[config.mk]
export PLATFORM = sky130hd
export DESIGN_NAME = fpu_uart_tx_prog
export DESIGN_NICKNAME = d
export VERILOG_FILES = /design/src/rtl/fpu_uart_pkg.sv /design/src/rtl/fpu_uart_tx_fifo.sv /design/src/rtl/fpu_uart_tx_prog.sv
export SDC_FILE = /design/constraint.sdc
export NUM_CORES = 1
export LEC_CHECK = 0
export ABC_AREA = 1
export CELL_PAD_IN_SITES_DETAIL_PLACEMENT = 0
export CELL_PAD_IN_SITES_GLOBAL_PLACEMENT = 1
export CORE_UTILIZATION = 47
export DETAILED_ROUTE_END_ITERATION = 12
export HOLD_SLACK_MARGIN = 0.03
export PLACE_DENSITY_LB_ADDON = 0.1
export SETUP_SLACK_MARGIN = 0.5
export SYNTH_ARGS = -nofsm -noshare
export SYNTH_HDL_FRONTEND = slang
export SYNTH_SLANG_ARGS = --single-unit
export TNS_END_PERCENT = 30
[constraint.sdc]
create_clock -name clk -period 3.9 [get_ports clk]
set_input_delay 0.975 -clock clk [delete_from_list [all_inputs] [get_ports clk]]
set_output_delay 0.975 -clock clk [all_outputs]
set_load 0.01 [all_outputs]
[src/rtl/fpu_uart_pkg.sv]
// Shared types and constants for the instruction-load UART receiver and the
// result-readback transmitter. FPU_UART_TX_PARITY_EN adds the PARITY state.
package fpu_uart_pkg;

    localparam int          BYTES_PER_WORD   = 4;
    localparam logic [15:0] MIN_CLKS_PER_BIT = 16'd2;

`ifdef FPU_UART_TX_PARITY_EN
    typedef enum logic [2:0] {
        IDLE,
        START,
        DATA,
        PARITY,
        STOP
    } uart_state_t;
`else
    typedef enum logic [1:0] {
        IDLE,
        START,
        DATA,
        STOP
    } uart_state_t;
`endif

    function automatic logic [15:0] clamp_period(input logic [15:0] cpb);
        return (cpb < MIN_CLKS_PER_BIT) ? MIN_CLKS_PER_BIT : cpb;
    endfunction

endpackage

[src/rtl/fpu_uart_tx_fifo.sv]
// Word FIFO feeding the readback transmitter; level is a registered count
// so ready can be derived from it without a combinational path from pop.
module fpu_uart_tx_fifo #(
    parameter int DEPTH = 4,
    parameter int AW    = 2
) (
    input  logic          clk,
    input  logic          rst,
    input  logic          push,
    input  logic          pop,
    input  logic [31:0]   din,
    output logic [31:0]   dout,
    output logic          full,
    output logic          empty,
    output logic [AW:0]   level
);

    logic [31:0]   mem [DEPTH];
    logic [AW-1:0] wr_ptr;
    logic [AW-1:0] rd_ptr;
    logic [AW:0]   count;
    logic          do_push;
    logic          do_pop;

    assign do_push = push && !full;
    assign do_pop  = pop && !empty;

    always_ff @(posedge clk) begin
        if (do_push) begin
            mem[wr_ptr] <= din;
        end
    end

    always_ff @(posedge clk or posedge rst) begin
        if (rst) begin
            wr_ptr <= '0;
            rd_ptr <= '0;
            count  <= '0;
        end else begin
            if (do_push) wr_ptr <= wr_ptr + 1'b1;
            if (do_pop)  rd_ptr <= rd_ptr + 1'b1;
            case ({do_push, do_pop})
                2'b10:   count <= count + 1'b1;
                2'b01:   count <= count - 1'b1;
                default: count <= count;
            endcase
        end
    end

    assign dout  = mem[rd_ptr];
    assign full  = (count == (AW+1)'(DEPTH));
    assign empty = (count == '0);
    assign level = count;

endmodule

[src/rtl/fpu_uart_tx_prog.sv]
// Result-readback UART transmitter: buffered 32-bit words sent LSB byte
// first as 8N1 frames, or 8E1 when FPU_UART_TX_PARITY_EN is defined.
module fpu_uart_tx_prog
    import fpu_uart_pkg::*;
#(
    parameter int FIFO_DEPTH = 4,
    parameter int FIFO_AW    = 2
) (
    input  logic               clk,
    input  logic               rst,
    input  logic [15:0]        i_Clks_Per_Bit,
    input  logic               i_Word_Valid,
    input  logic [31:0]        i_Word,
    output logic               o_Word_Ready,
    output logic               o_Tx_Serial,
    output logic               o_Tx_Active,
    output logic               o_Tx_Done,
    output logic               o_Word_Done,
    output logic [FIFO_AW:0]   o_Fifo_Level
);

    localparam logic [1:0] LAST_BYTE = 2'(BYTES_PER_WORD - 1);

    uart_state_t state;
    uart_state_t state_d;

    logic [15:0] period;
    logic [15:0] timer;
    logic [2:0]  bit_idx;
    logic [1:0]  byte_idx;
    logic [31:0] shreg;
    logic        tick;

    logic [31:0] fifo_dout;
    logic        fifo_full;
    logic        fifo_empty;
    logic        fifo_pop;
    logic        shift;
    logic        tx_done_d;
    logic        word_done_d;

    fpu_uart_tx_fifo #(
        .DEPTH (FIFO_DEPTH),
        .AW    (FIFO_AW)
    ) u_fifo (
        .clk   (clk),
        .rst   (rst),
        .push  (i_Word_Valid),
        .pop   (fifo_pop),
        .din   (i_Word),
        .dout  (fifo_dout),
        .full  (fifo_full),
        .empty (fifo_empty),
        .level (o_Fifo_Level)
    );

    assign o_Word_Ready = !fifo_full;
    assign o_Tx_Active  = (state != IDLE);
    assign tick         = (timer == period - 16'd1);

    always_ff @(posedge clk or posedge rst) begin
        if (rst) state <= IDLE;
        else     state <= state_d;
    end

    always_comb begin
        state_d     = state;
        fifo_pop    = 1'b0;
        shift       = 1'b0;
        tx_done_d   = 1'b0;
        word_done_d = 1'b0;
        o_Tx_Serial = 1'b1;
        unique case (state)
            IDLE: begin
                if (!fifo_empty) begin
                    fifo_pop = 1'b1;
                    state_d  = START;
                end
            end
            START: begin
                o_Tx_Serial = 1'b0;
                if (tick) state_d = DATA;
            end
            DATA: begin
                o_Tx_Serial = shreg[bit_idx];
                if (tick && bit_idx == 3'd7) begin
`ifdef FPU_UART_TX_PARITY_EN
                    state_d = PARITY;
`else
                    state_d = STOP;
`endif
                end
            end
`ifdef FPU_UART_TX_PARITY_EN
            PARITY: begin
                o_Tx_Serial = ^shreg[7:0];
                if (tick) state_d = STOP;
            end
`endif
            STOP: begin
                if (tick) begin
                    tx_done_d = 1'b1;
                    if (byte_idx != LAST_BYTE) begin
                        shift   = 1'b1;
                        state_d = START;
                    end else begin
                        word_done_d = 1'b1;
                        // chain straight into the next word, no idle bit
                        if (!fifo_empty) begin
                            fifo_pop = 1'b1;
                            state_d  = START;
                        end else begin
                            state_d = IDLE;
                        end
                    end
                end
            end
            default: state_d = IDLE;
        endcase
    end

    always_ff @(posedge clk or posedge rst) begin
        if (rst) begin
            timer       <= '0;
            period      <= MIN_CLKS_PER_BIT;
            bit_idx     <= '0;
            byte_idx    <= '0;
            shreg       <= '0;
            o_Tx_Done   <= 1'b0;
            o_Word_Done <= 1'b0;
        end else begin
            o_Tx_Done   <= tx_done_d;
            o_Word_Done <= word_done_d;

            if (tick || state == IDLE) timer <= '0;
            else                       timer <= timer + 16'd1;

            if (state == DATA) begin
                if (tick) bit_idx <= bit_idx + 3'd1;
            end else begin
                bit_idx <= '0;
            end

            // bit period is only sampled at byte boundaries
            if (fifo_pop || shift) period <= clamp_period(i_Clks_Per_Bit);

            if (fifo_pop) begin
                shreg    <= fifo_dout;
                byte_idx <= '0;
            end else if (shift) begin
                shreg    <= {8'h00, shreg[31:8]};
                byte_idx <= byte_idx + 2'd1;
            end
        end
    end

endmodule

## After elaboration in Yosys (flattened, before gate mapping)

Memory sizes are Yosys's and may differ from the RTL's.
Cells that the tools add are included.

| cells by class | value |
|---|---|
| muxes and demuxes | 33 |
| add/subtract/negate cells | 8 |
| equality and inequality tests | 14 |
| order comparisons | 2 |
| reduce and logical (&&, ||, !) cells | 13 |

Operators with widths:

| operator | count |
|---|---|
| 2-to-1 mux 32 bit | 2 |
| 2-to-1 mux 16 bit | 2 |
| adder 16 x 1 -> 16 bit (second input constant) | 1 |
| equality test 16 bit | 1 |
| less-than comparator 16 x 2 -> 1 bit (second input constant) | 1 |
| 2-to-1 mux 1 bit | 16 |
| subtractor 16 x 1 -> 16 bit (second input constant) | 1 |
| 2-to-1 mux 2 bit | 6 |
| inequality test 2 bit (second input constant) | 6 |
| one-hot mux 2 bit (4 select lines) | 1 |
| adder 2 x 1 -> 2 bit (second input constant) | 3 |
| adder 3 x 1 -> 3 bit (second input constant) | 2 |
| equality test 2 bit (second input constant) | 3 |
| equality test 3 bit (second input constant) | 2 |
| less-than comparator 3 x 6 -> 1 bit (second input constant) | 1 |
| 2-to-1 mux 3 bit | 2 |
| one-hot mux 3 bit (2 select lines) | 1 |
| nonzero test 2 bit | 3 |
| equality test 2 x 1 -> 1 bit (second input constant) | 2 |
| one-hot mux 1 bit (2 select lines) | 2 |
| AND reduction 4 bit | 1 |
| binary-select mux 1 bit (select 3 bit) | 1 |
| logical AND 1 bit | 3 |
| logical NOT 3 bit | 1 |
| 4 further kinds | 6 |

| word-level totals | value |
|---|---|
| output and inout port bits | 8 |
| bits in writable memories | 128 |
| memories | 1 |
| bits in registers | 80 |
| logic and storage cells | 82 |

Memories:

| name | depth | width | rd ports | clocked after Yosys merged registers in | wr ports | line | text |
|---|---|---|---|---|---|---|---|
| u_fifo.mem | 4 | 32 | 1 | 0 | 1 | fpu_uart_tx_fifo.sv:18 | `logic [31:0] mem [DEPTH];` |

## Logic depth before layout (Yosys ltp)

Gate-level depths: netlist of the first run.

| depth | value |
|---|---|
| depth in word-level cells | 8 |
| depth in mapped cells | 23 |
| gate-level depth less buffers | 21 |

## Modules after synthesis

A second synthesis of the first run with hierarchy kept.

| unflattened totals | value |
|---|---|
| cells, all modules | 1080 |
| area, all modules | 10154.7 sq um |

Modules (own cells, without submodules):

| module | seq. area each (sq um) | instances | cells an instance | area an instance (sq um) |
|---|---|---|---|---|
| fpu_uart_tx_fifo | 4018.9 | 1 | 436 | 5587.9 |
| fpu_uart_tx_prog | 1828.0 | 1 | 644 | 4566.9 |

## Worst setup path after synthesis of the first run

OpenSTA, ideal clock, no wires.

| timing | value |
|---|---|
| kind | flip-flop to flip-flop |
| from | register period[1] |
| to | register u_fifo.count[2], in the netlist u_fifo.level[2] |
| cell stages (with the launch flop) | 21 |
| slack | 0.818 ns |
| setup time | 0.126 ns |
| data arrival time | 2.956 ns |
| path through | dfstp_2 -> inv_1 -> ha_1 -> inv_1 -> nand2_1 -> nand2_1 -> nor2_1 -> nand4_1 -> nor3_2 -> nand4_2 -> nand2_2 -> nand2_2 -> buf_6 -> inv_2 -> buf_4 -> ha_1 -> inv_1 -> fa_1 -> a21oi_1 -> o21ai_0 -> xnor2_1 |

| between the ends | value |
|---|---|
| word-level cells in the longest chain between the ends | 7 |
| elaborated cells on any way between the ends | 9 |
| those cells by class | 1 x add/sub; 3 x eq/ne; 3 x mux; 2 x reduce/logical |

RTL lines:

| what | line | text |
|---|---|---|
| from (decl) | fpu_uart_tx_prog.sv:27 | `logic [15:0] period;` |
| from (signal assigned) | fpu_uart_tx_prog.sv:145 | `if (fifo_pop \|\| shift) period <= clamp_period(i_Clks_Per_Bit);` |
| subtractor 16 x 1 -> 16 bit (*) | fpu_uart_tx_prog.sv:59 | `assign tick = (timer == period - 16'd1);` |
| equality test 16 bit (*) | fpu_uart_tx_prog.sv:59 |  |
| 2-to-1 mux 1 bit (*) | fpu_uart_tx_prog.sv:101 | `if (tick) begin` |
| one-hot mux 1 bit (2 select lines) (*) | fpu_uart_tx_prog.sv:73 | `unique case (state)` |
| logical AND 1 bit (*) | fpu_uart_tx_fifo.sv:26 | `assign do_pop = pop && !empty;` |
| net u_fifo.do_pop | fpu_uart_tx_fifo.sv:23 | `logic do_pop;` |
| equality test 2 x 1 -> 1 bit or equality test 2 bit (tied branches) | fpu_uart_tx_fifo.sv:42 | `case ({do_push, do_pop})` |
| one-hot mux 3 bit (2 select lines) or nonzero test 2 bit (tied branches) | - |  |
| to (signal assigned) | fpu_uart_tx_fifo.sv:43 | `2'b10: count <= count + 1'b1;` |
| to (signal assigned) | fpu_uart_tx_fifo.sv:44 | `2'b01: count <= count - 1'b1;` |
| to (signal assigned) | fpu_uart_tx_fifo.sv:45 | `default: count <= count;` |
| to (decl) | fpu_uart_tx_fifo.sv:21 | `logic [AW:0] count;` |

Mark *: on every way through the listed nets, which the timed path passes. The rest lies on a longest branch.
A chain may end at the register's enable or synchronous reset.

## Final worst setup path of the first run

| timing | value |
|---|---|
| from | register state[0] |
| to | output o_Tx_Serial |

| between the ends | value |
|---|---|
| word-level cells in the longest chain between the ends | 2 |
| elaborated cells on any way between the ends | 3 |
| those cells by class | 2 x eq/ne; 1 x mux |

RTL lines:

| what | line | text |
|---|---|---|
| from (decl) | fpu_uart_tx_prog.sv:24 | `uart_state_t state;` |
| from (signal assigned) | fpu_uart_tx_prog.sv:63 | `else state <= state_d;` |
| equality test 2 bit or equality test 2 x 1 -> 1 bit (tied branches) | fpu_uart_tx_prog.sv:73 |  |
| one-hot mux 1 bit (2 select lines) (*) | fpu_uart_tx_prog.sv:73 |  |
| to (decl) | fpu_uart_tx_prog.sv:15 | `output logic o_Tx_Serial,` |

Mark *: on every way between the ends. The rest lies on a longest branch, timed or not.

==> run_results.csv, run 1 <==
group,metric,value,unit
finish,areaGrowthSynthToFinish,17.2,%
min_path,min-delay-start,"shreg[2]$_DFFE_PP0P_",
grt,use_met1,29.2,%
setup_path,crit_path_end,"o_Tx_Serial",
grt,met2_usage,37.1,%
finish,layout_common_cells,"nand2_1 (184), nor2_1 (161), edfxtp_1 (128)",
sta,min_period,3.25,ns
clock_tree,cts_buffers,24,
die,start_util,48.0,%
clock_tree,clock_path_buffers,3,
die,ioPinCount,59,
placed_design,gp_congestion,0.834,
setup_path,r2r_end,"u_fifo.level[2]$_DFFE_PP0P_",
setup_path,cp.required,2.92,ns
setup_path,crit_fanout,8,
drt,drc,0,
grt,grt_max_degree,67,
grt,grt_pass1_wl,36800,um
sta,setup_viol,0,
power,power.density,784,mW/mm^2
logic_synthesis,ys_seq_elements,208,
logic_synthesis,yosysUniqueCellTypes,39,
die,die-area,0.0213,mm^2
drt,avgRoutedWirePerCell,16.5,um
grt,antenna_found_initial,0,
drt,num_vias,6954,
die,die_y,146,um
logic_synthesis,synth_nets,1060,
finish,seqCellArea,0.00585,mm^2
sta,slew_headroom,43.7,%
setup_path,arrival,2.27,ns
run,drv_cap,0,
clock_tree,htree_levels,1,
min_path,hold_path.class,"reg -> reg",
logic_synthesis,avgSynthCellArea,9.79,um^2
setup_path,start_kind,"flip-flop",
finish,multi_input_area,0.00338,mm^2
logic_synthesis,yosys_warnings,0,
sta,hold_slack,0.487,ns
logic_synthesis,synth_top_area_cell,"edfxtp_1",
grt,grt-busiest-layer,"met2",
grt,grt_pass1_vias,6998,
die,coreArea,0.0202,mm^2
sta,drv_slew,0,
drt,postRouteAntennaNets,0,
grt,track_usage,21.9,%
setup_path,ff2ff_path_depth,20,
grt,gr-usage-met3,2.76,%
finish,fillers,1809,
power,p_leak,4.58,nW
setup_path,crit_start,"state[0]$_DFFE_PP0P_",
grt,gr-total-overflow,0,
clock_tree,root_buffer,"clkbuf_16",
clock_tree,clk_latency,0.53,ns
clock_tree,holdBufCountCts,0,
sta,tightest_slew,0.839,ns
die,chipWidth,146,um
clock_tree,tritoncts,"done",
clock_tree,cts_sinks,208,
finish,drive_gt1_share,8.14,%
logic_synthesis,synth_top_area_share,39.6,%
finish,antennaDiodeCount,0,
logic_synthesis,synth_cells,993,
sta,fin_skew,0.0253,ns
sta,fmax,308,MHz
setup_path,crit_type,"reg -> out",
drt,drt_iter0_markers,356,
setup_path,r2r-start,"period[0]$_DFFE_PP0P_",
finish,final_common_cell,"nand2_1",
die,num_rows,52,
logic_synthesis,synthTopCellsByArea,"edfxtp_1 (40%), dfrtp_1 (20%), nand2_1 (7.1%)",
setup_path,rrSetupSlack,0.82,ns
drt,vias_per_cell,5.19,
finish,final_nets,1118,
placed_design,io_buffers,58,
setup_path,end_kind,"output port",
sta,period_share,83.2,%
power,ir_drop,470,uV
logic_synthesis,ys_seq_area_share,60.2,%
sta,tns,0,ns
clock_tree,clkTransAtPathRegs,0.05,ns
status,status,"finished clean",
sta,hold_viol,0,
drt,drt_wl_total,22100,um
placed_design,place_hpwl,14500,um
drt,drt-pass1-iter-count,4,
logic_synthesis,synth_area,0.00972,mm^2
sta,rsz0062_at_grt,"false",
-- through the flow --
step / cell area (um^2) / setup slack, ns / std cells / util [%] / power, W
after floorplan: 9720 / 0.818 / 993 / - / 0.00575
after global placement: 10600 / 0.736 / 1295 / 52.2 / 0.00668
after detailed placement: 10600 / 0.724 / 1295 / 52.2 / 0.00672
after CTS: 11400 / 0.634 / 1339 / 56.2 / 0.00901
after global routing: 11400 / 0.512 / 1339 / 56.3 / 0.00960
final: 11400 / 0.654 / 1339 / 56.3 / 0.00893
-- registers in the layout (all words and copies together), names as in the netlist --
name and cells:
bit_idx 3, byte_idx 2, o_Tx_Done 1, o_Word_Done 1
period 16, shreg 32, state 2, timer 16
u_fifo.level 3, u_fifo.mem 128, u_fifo.rd_ptr 2, u_fifo.wr_ptr 2
-- layout make-up --
| type | instances | area share [%] |
|---|---|---|
| timing repair buffer | 74 | 6.26 |
| multi-input combinational | 666 | 29.7 |
| inverter | 77 | 2.59 |
| sequential | 208 | 51.3 |
| clock buffer | 33 | 5.83 |
| clock inverter | 11 | 1.33 |
| tap | 270 | 2.97 |
-- timing repair --
| action | in CTS | in global routing |
|---|---|---|
| setup buffers | 0 | 0 |
| setup endpoints to repair | 0 | 1 |
| gates resized for setup | 0 | 5 |
| endpoints found under the hold margin | 0 | 0 |
-- metal layers --
metal,wire (um),vias to the layer above
li1,-,3486
met1,10200,3300
met2,10600,126
met3,719,42
met4,670,0
met5,0,-
-- report_power, final --
group	switching (W)	total, W	internal [W]
sequential	0.000322	0.00330	0.00298
combinational	0.00226	0.00336	0.00110
clock	0.000873	0.00227	0.00139
-- worst min path at each step --
stage	slack (ns)	depth (start not counted)	to
after floorplan	0.45	1	timer[0]$_DFF_PP0_
after global placement	0.48	2	shreg[9]$_DFFE_PP0P_
after detailed placement	0.48	2	shreg[2]$_DFFE_PP0P_
after CTS	0.49	2	shreg[2]$_DFFE_PP0P_
after global routing	0.50	2	shreg[2]$_DFFE_PP0P_
final	0.49	2	shreg[2]$_DFFE_PP0P_
-- kinds of logic after synthesis --
family | share of synthesized area (%)
AO/OA/AOI/OAI | 8.48
XOR/XNOR | 1.44
multiplexers | 0.206
flip-flops | 60.2
AND/OR/NAND/NOR | 22.3
buffers and inverters | 5.25
adder cells (fa/ha/maj) | 2.14
-- synthesized netlist by cell type, drive strengths merged --
| cell | number |
|---|---|
| nor3 | 30 |
| nand2 | 191 |
| clkinv | 1 |
| clkbuf | 28 |
| ha | 15 |
| nand3b | 28 |
| xor2 | 12 |
| o221ai | 2 |
| nor3b | 8 |
| a311oi | 1 |
| edfxtp | 128 |
| mux2i | 2 |
| o22ai | 32 |
| xnor2 | 4 |
| o21ai | 97 |
| o2111ai | 8 |
| nor4 | 4 |
| dfstp | 1 |
| o211ai | 1 |
| a21oi | 7 |
| nand4 | 7 |
| nand3 | 37 |
| buf | 14 |
| nor2 | 178 |
| inv | 76 |
| fa | 1 |
| and2 | 1 |
| dfrtp | 79 |
-- critical path: stages, from the launching register on --
cell and delay [ns]:
dfrtp_1 0.44, inv_1 0.13, ha_1 0.38, nand3_1 0.11
o21ai_0 0.12, clkdlybuf4s50_1 0.58
No activity file was read; power rests on OpenSTA's default activity.
==> run 2: changes to the inputs <==
clock period = 3.1 ns   (was 3.9 ns; I/O delays follow)
==> run_results.csv, run 2 (synthesis gave the netlist of run 1 again) <==
group,metric,value,unit
setup_path,start_kind,"flip-flop",
sta,setup_ws,0.297,ns
run,drv_cap,0,
finish,layout_common_cells,"nand2_1 (181), nor2_1 (156), edfxtp_1 (128)",
power,combPwrFrac,39.8,%
setup_path,cp.buffers_inverters,2,
power,pwr-share-seq,35.3,%
finish,fillers,1781,
die,chipWidth,146,um
setup_path,arrival,3.20,ns
clock_tree,clkTransAtPathRegs,0.06,ns
drt,drc,0,
power,ir_drop,567,uV
grt,gr-total-overflow,0,
finish,final_nets,1138,
placed_design,gp_congestion,0.905,
finish,drive_gt1_share,11.8,%
finish,largest_register,"u_fifo.mem",
placed_design,pre_cts_slack,0.223,ns
die,die-area,0.0213,mm^2
drt,drt_wl_total,22200,um
clock_tree,root_buffer,"clkbuf_16",
clock_tree,cts_buffers,24,
clock_tree,htree_levels,1,
power,switching_share,38.1,%
clock_tree,holdBufCountCts,0,
setup_path,r2r-start,"period[2]$_DFFE_PP0P_",
setup_path,rrSetupSlack,0.30,ns
finish,finalNonFillerCells,1359,
setup_path,crit_fanout,8,
grt,grt_pass1_vias,6906,
finish,final_common_cell,"nand2_1",
sta,tns,0,ns
setup_path,end_kind,"flip-flop",
power,power,0.0117,W
placed_design,place_hpwl,14400,um
sta,fmax,357,MHz
clock_tree,tritoncts,"done",
sta,tightest_slew,0.657,ns
min_path,min-delay-start,"shreg[4]$_DFFE_PP0P_",
power,p_sw,0.00448,W
setup_path,crit_type,"reg -> reg",
drt,vias_per_cell,5.18,
power,power_frac_clock,24.8,%
setup_path,cpMaxStageDelayCell,"dfrtp_1",
min_path,hold_path.class,"reg -> reg",
die,ioPinCount,59,
placed_design,place_area,0.0107,mm^2
finish,design_area,0.0118,mm^2
status,status,"finished clean",
grt,track_usage,21.8,%
finish,areaGrowthSynthToFinish,21.0,%
setup_path,path_cells,"nor2_2, nand2_2, nor2_4, nand2_1, nand3_1, nand3_2, nor3_4, nand4_2, nand2_2, nand2_2, inv_2, ha_4, inv_4, fa_2, a21oi_2, o21ai_1, xnor2_1",
placed_design,placed_cells,1304,
finish,largest_reg_flops,128,
setup_path,path_common_cell,"nand2_2",
sta,hold_viol,0,
grt,antenna_found_initial,0,
sta,min_period,2.80,ns
drt,num_vias,7033,
power,power.density,999,mW/mm^2
clock_tree,clk_latency,0.53,ns
grt,grt_pass1_wl,36500,um
drt,postRouteAntennaNets,0,
placed_design,io_buffers,58,
drt,drt_iter0_markers,392,
die,start_util,48.0,%
drt,avgRoutedWirePerCell,16.3,um
power,p_leak,4.74,nW
sta,period_share,90.4,%
drt,drt-pass1-iter-count,5,
finish,reg_top3,"u_fifo.mem (128), shreg (32)",
sta,setup_viol,0,
sta,fin_skew,0.0173,ns
setup_path,crit_start,"period[2]$_DFFE_PP0P_",
setup_path,critical_path.top_delay_family,"simple AND/OR/NAND/NOR gates",
setup_path,worst_path_largest_cell_delay,0.42,ns
sta,drv_slew,0,
sta,rsz0062_at_grt,"true",
grt,grt_max_degree,67,
setup_path,cp.required,3.50,ns
power,p_int,0.00726,W
finish,antennaDiodeCount,0,
clock_tree,clock_path_buffers,3,
die,num_rows,52,
sta,slew_headroom,56.2,%
die,coreArea,0.0202,mm^2
die,die_y,146,um
clock_tree,cts_sinks,208,
==> run 2: repair_timing <==
action,4_1_cts,5_1_grt
gates resized for setup,10,17
setup endpoints to repair,52,65
gates cloned,1,0
setup buffers,7,3
pin swaps,7,12
==> run 2: per-layer routing <==
layer / vias up / wire, um / GRT usage (%)
li1: 3535 / - / -
met1: 3357 / 10100 / 29.0
met2: 105 / 10800 / 37.3
met3: 36 / 662 / 2.95
met4: 0 / 567 / 6.32
met5: - / 0 / 0
==> run 2: tightest hold or removal path: stages (launching register included) <==
cell and delay, ns:
dfrtp_1 0.34, nor2_1 0.05, nor2_1 0.07
==> run 2: area by class of cell <==
class                   instances  area (um^2)  share of cell area [%]
flip-flops and latches        208         5850                    49.7
inverters                      77          295                    2.51
clock buffers                  34          688                    5.85
well taps                     270          338                    2.87
multi-input cells             666         3480                    29.6
clock inverters                10          156                    1.33
repair buffers                 94          956                    8.13
==> run 2: stage by stage <==
step	hold slack [ns]	util [%]
after floorplan	0.454	-
after global placement	0.477	53.0
after detailed placement	0.487	53.0
after CTS	0.500	57.7
after global routing	0.512	58.1
final	0.494	58.1
==> run 2: power by group through the flow <==
stage	logic (W)	clock network [W]	registers (W)
4_1_cts	0.00465	0.00298	0.00413
6_report	0.00468	0.00292	0.00415
3_5_place_dp	0.00443	0	0.00418
3_3_place_gp	0.00440	0	0.00417
5_1_grt	0.00528	0.00309	0.00423
2_1_floorplan	0.00319	0	0.00411
==> run 2: path summary, 6_finish.rpt <==
| kind | cells after the start | to |
|---|---|---|
| max in group asynchronous | 3 | period[1]$_DFFE_PP1P_ |
| max reg2reg | 17 | u_fifo.level[2]$_DFFE_PP0P_ |
| min in group asynchronous | 2 | u_fifo.wr_ptr[1]$_DFFE_PP0P_ |
| min | 2 | shreg[4]$_DFFE_PP0P_ |
| min reg2reg | 2 | shreg[4]$_DFFE_PP0P_ |
| max | 17 | u_fifo.level[2]$_DFFE_PP0P_ |
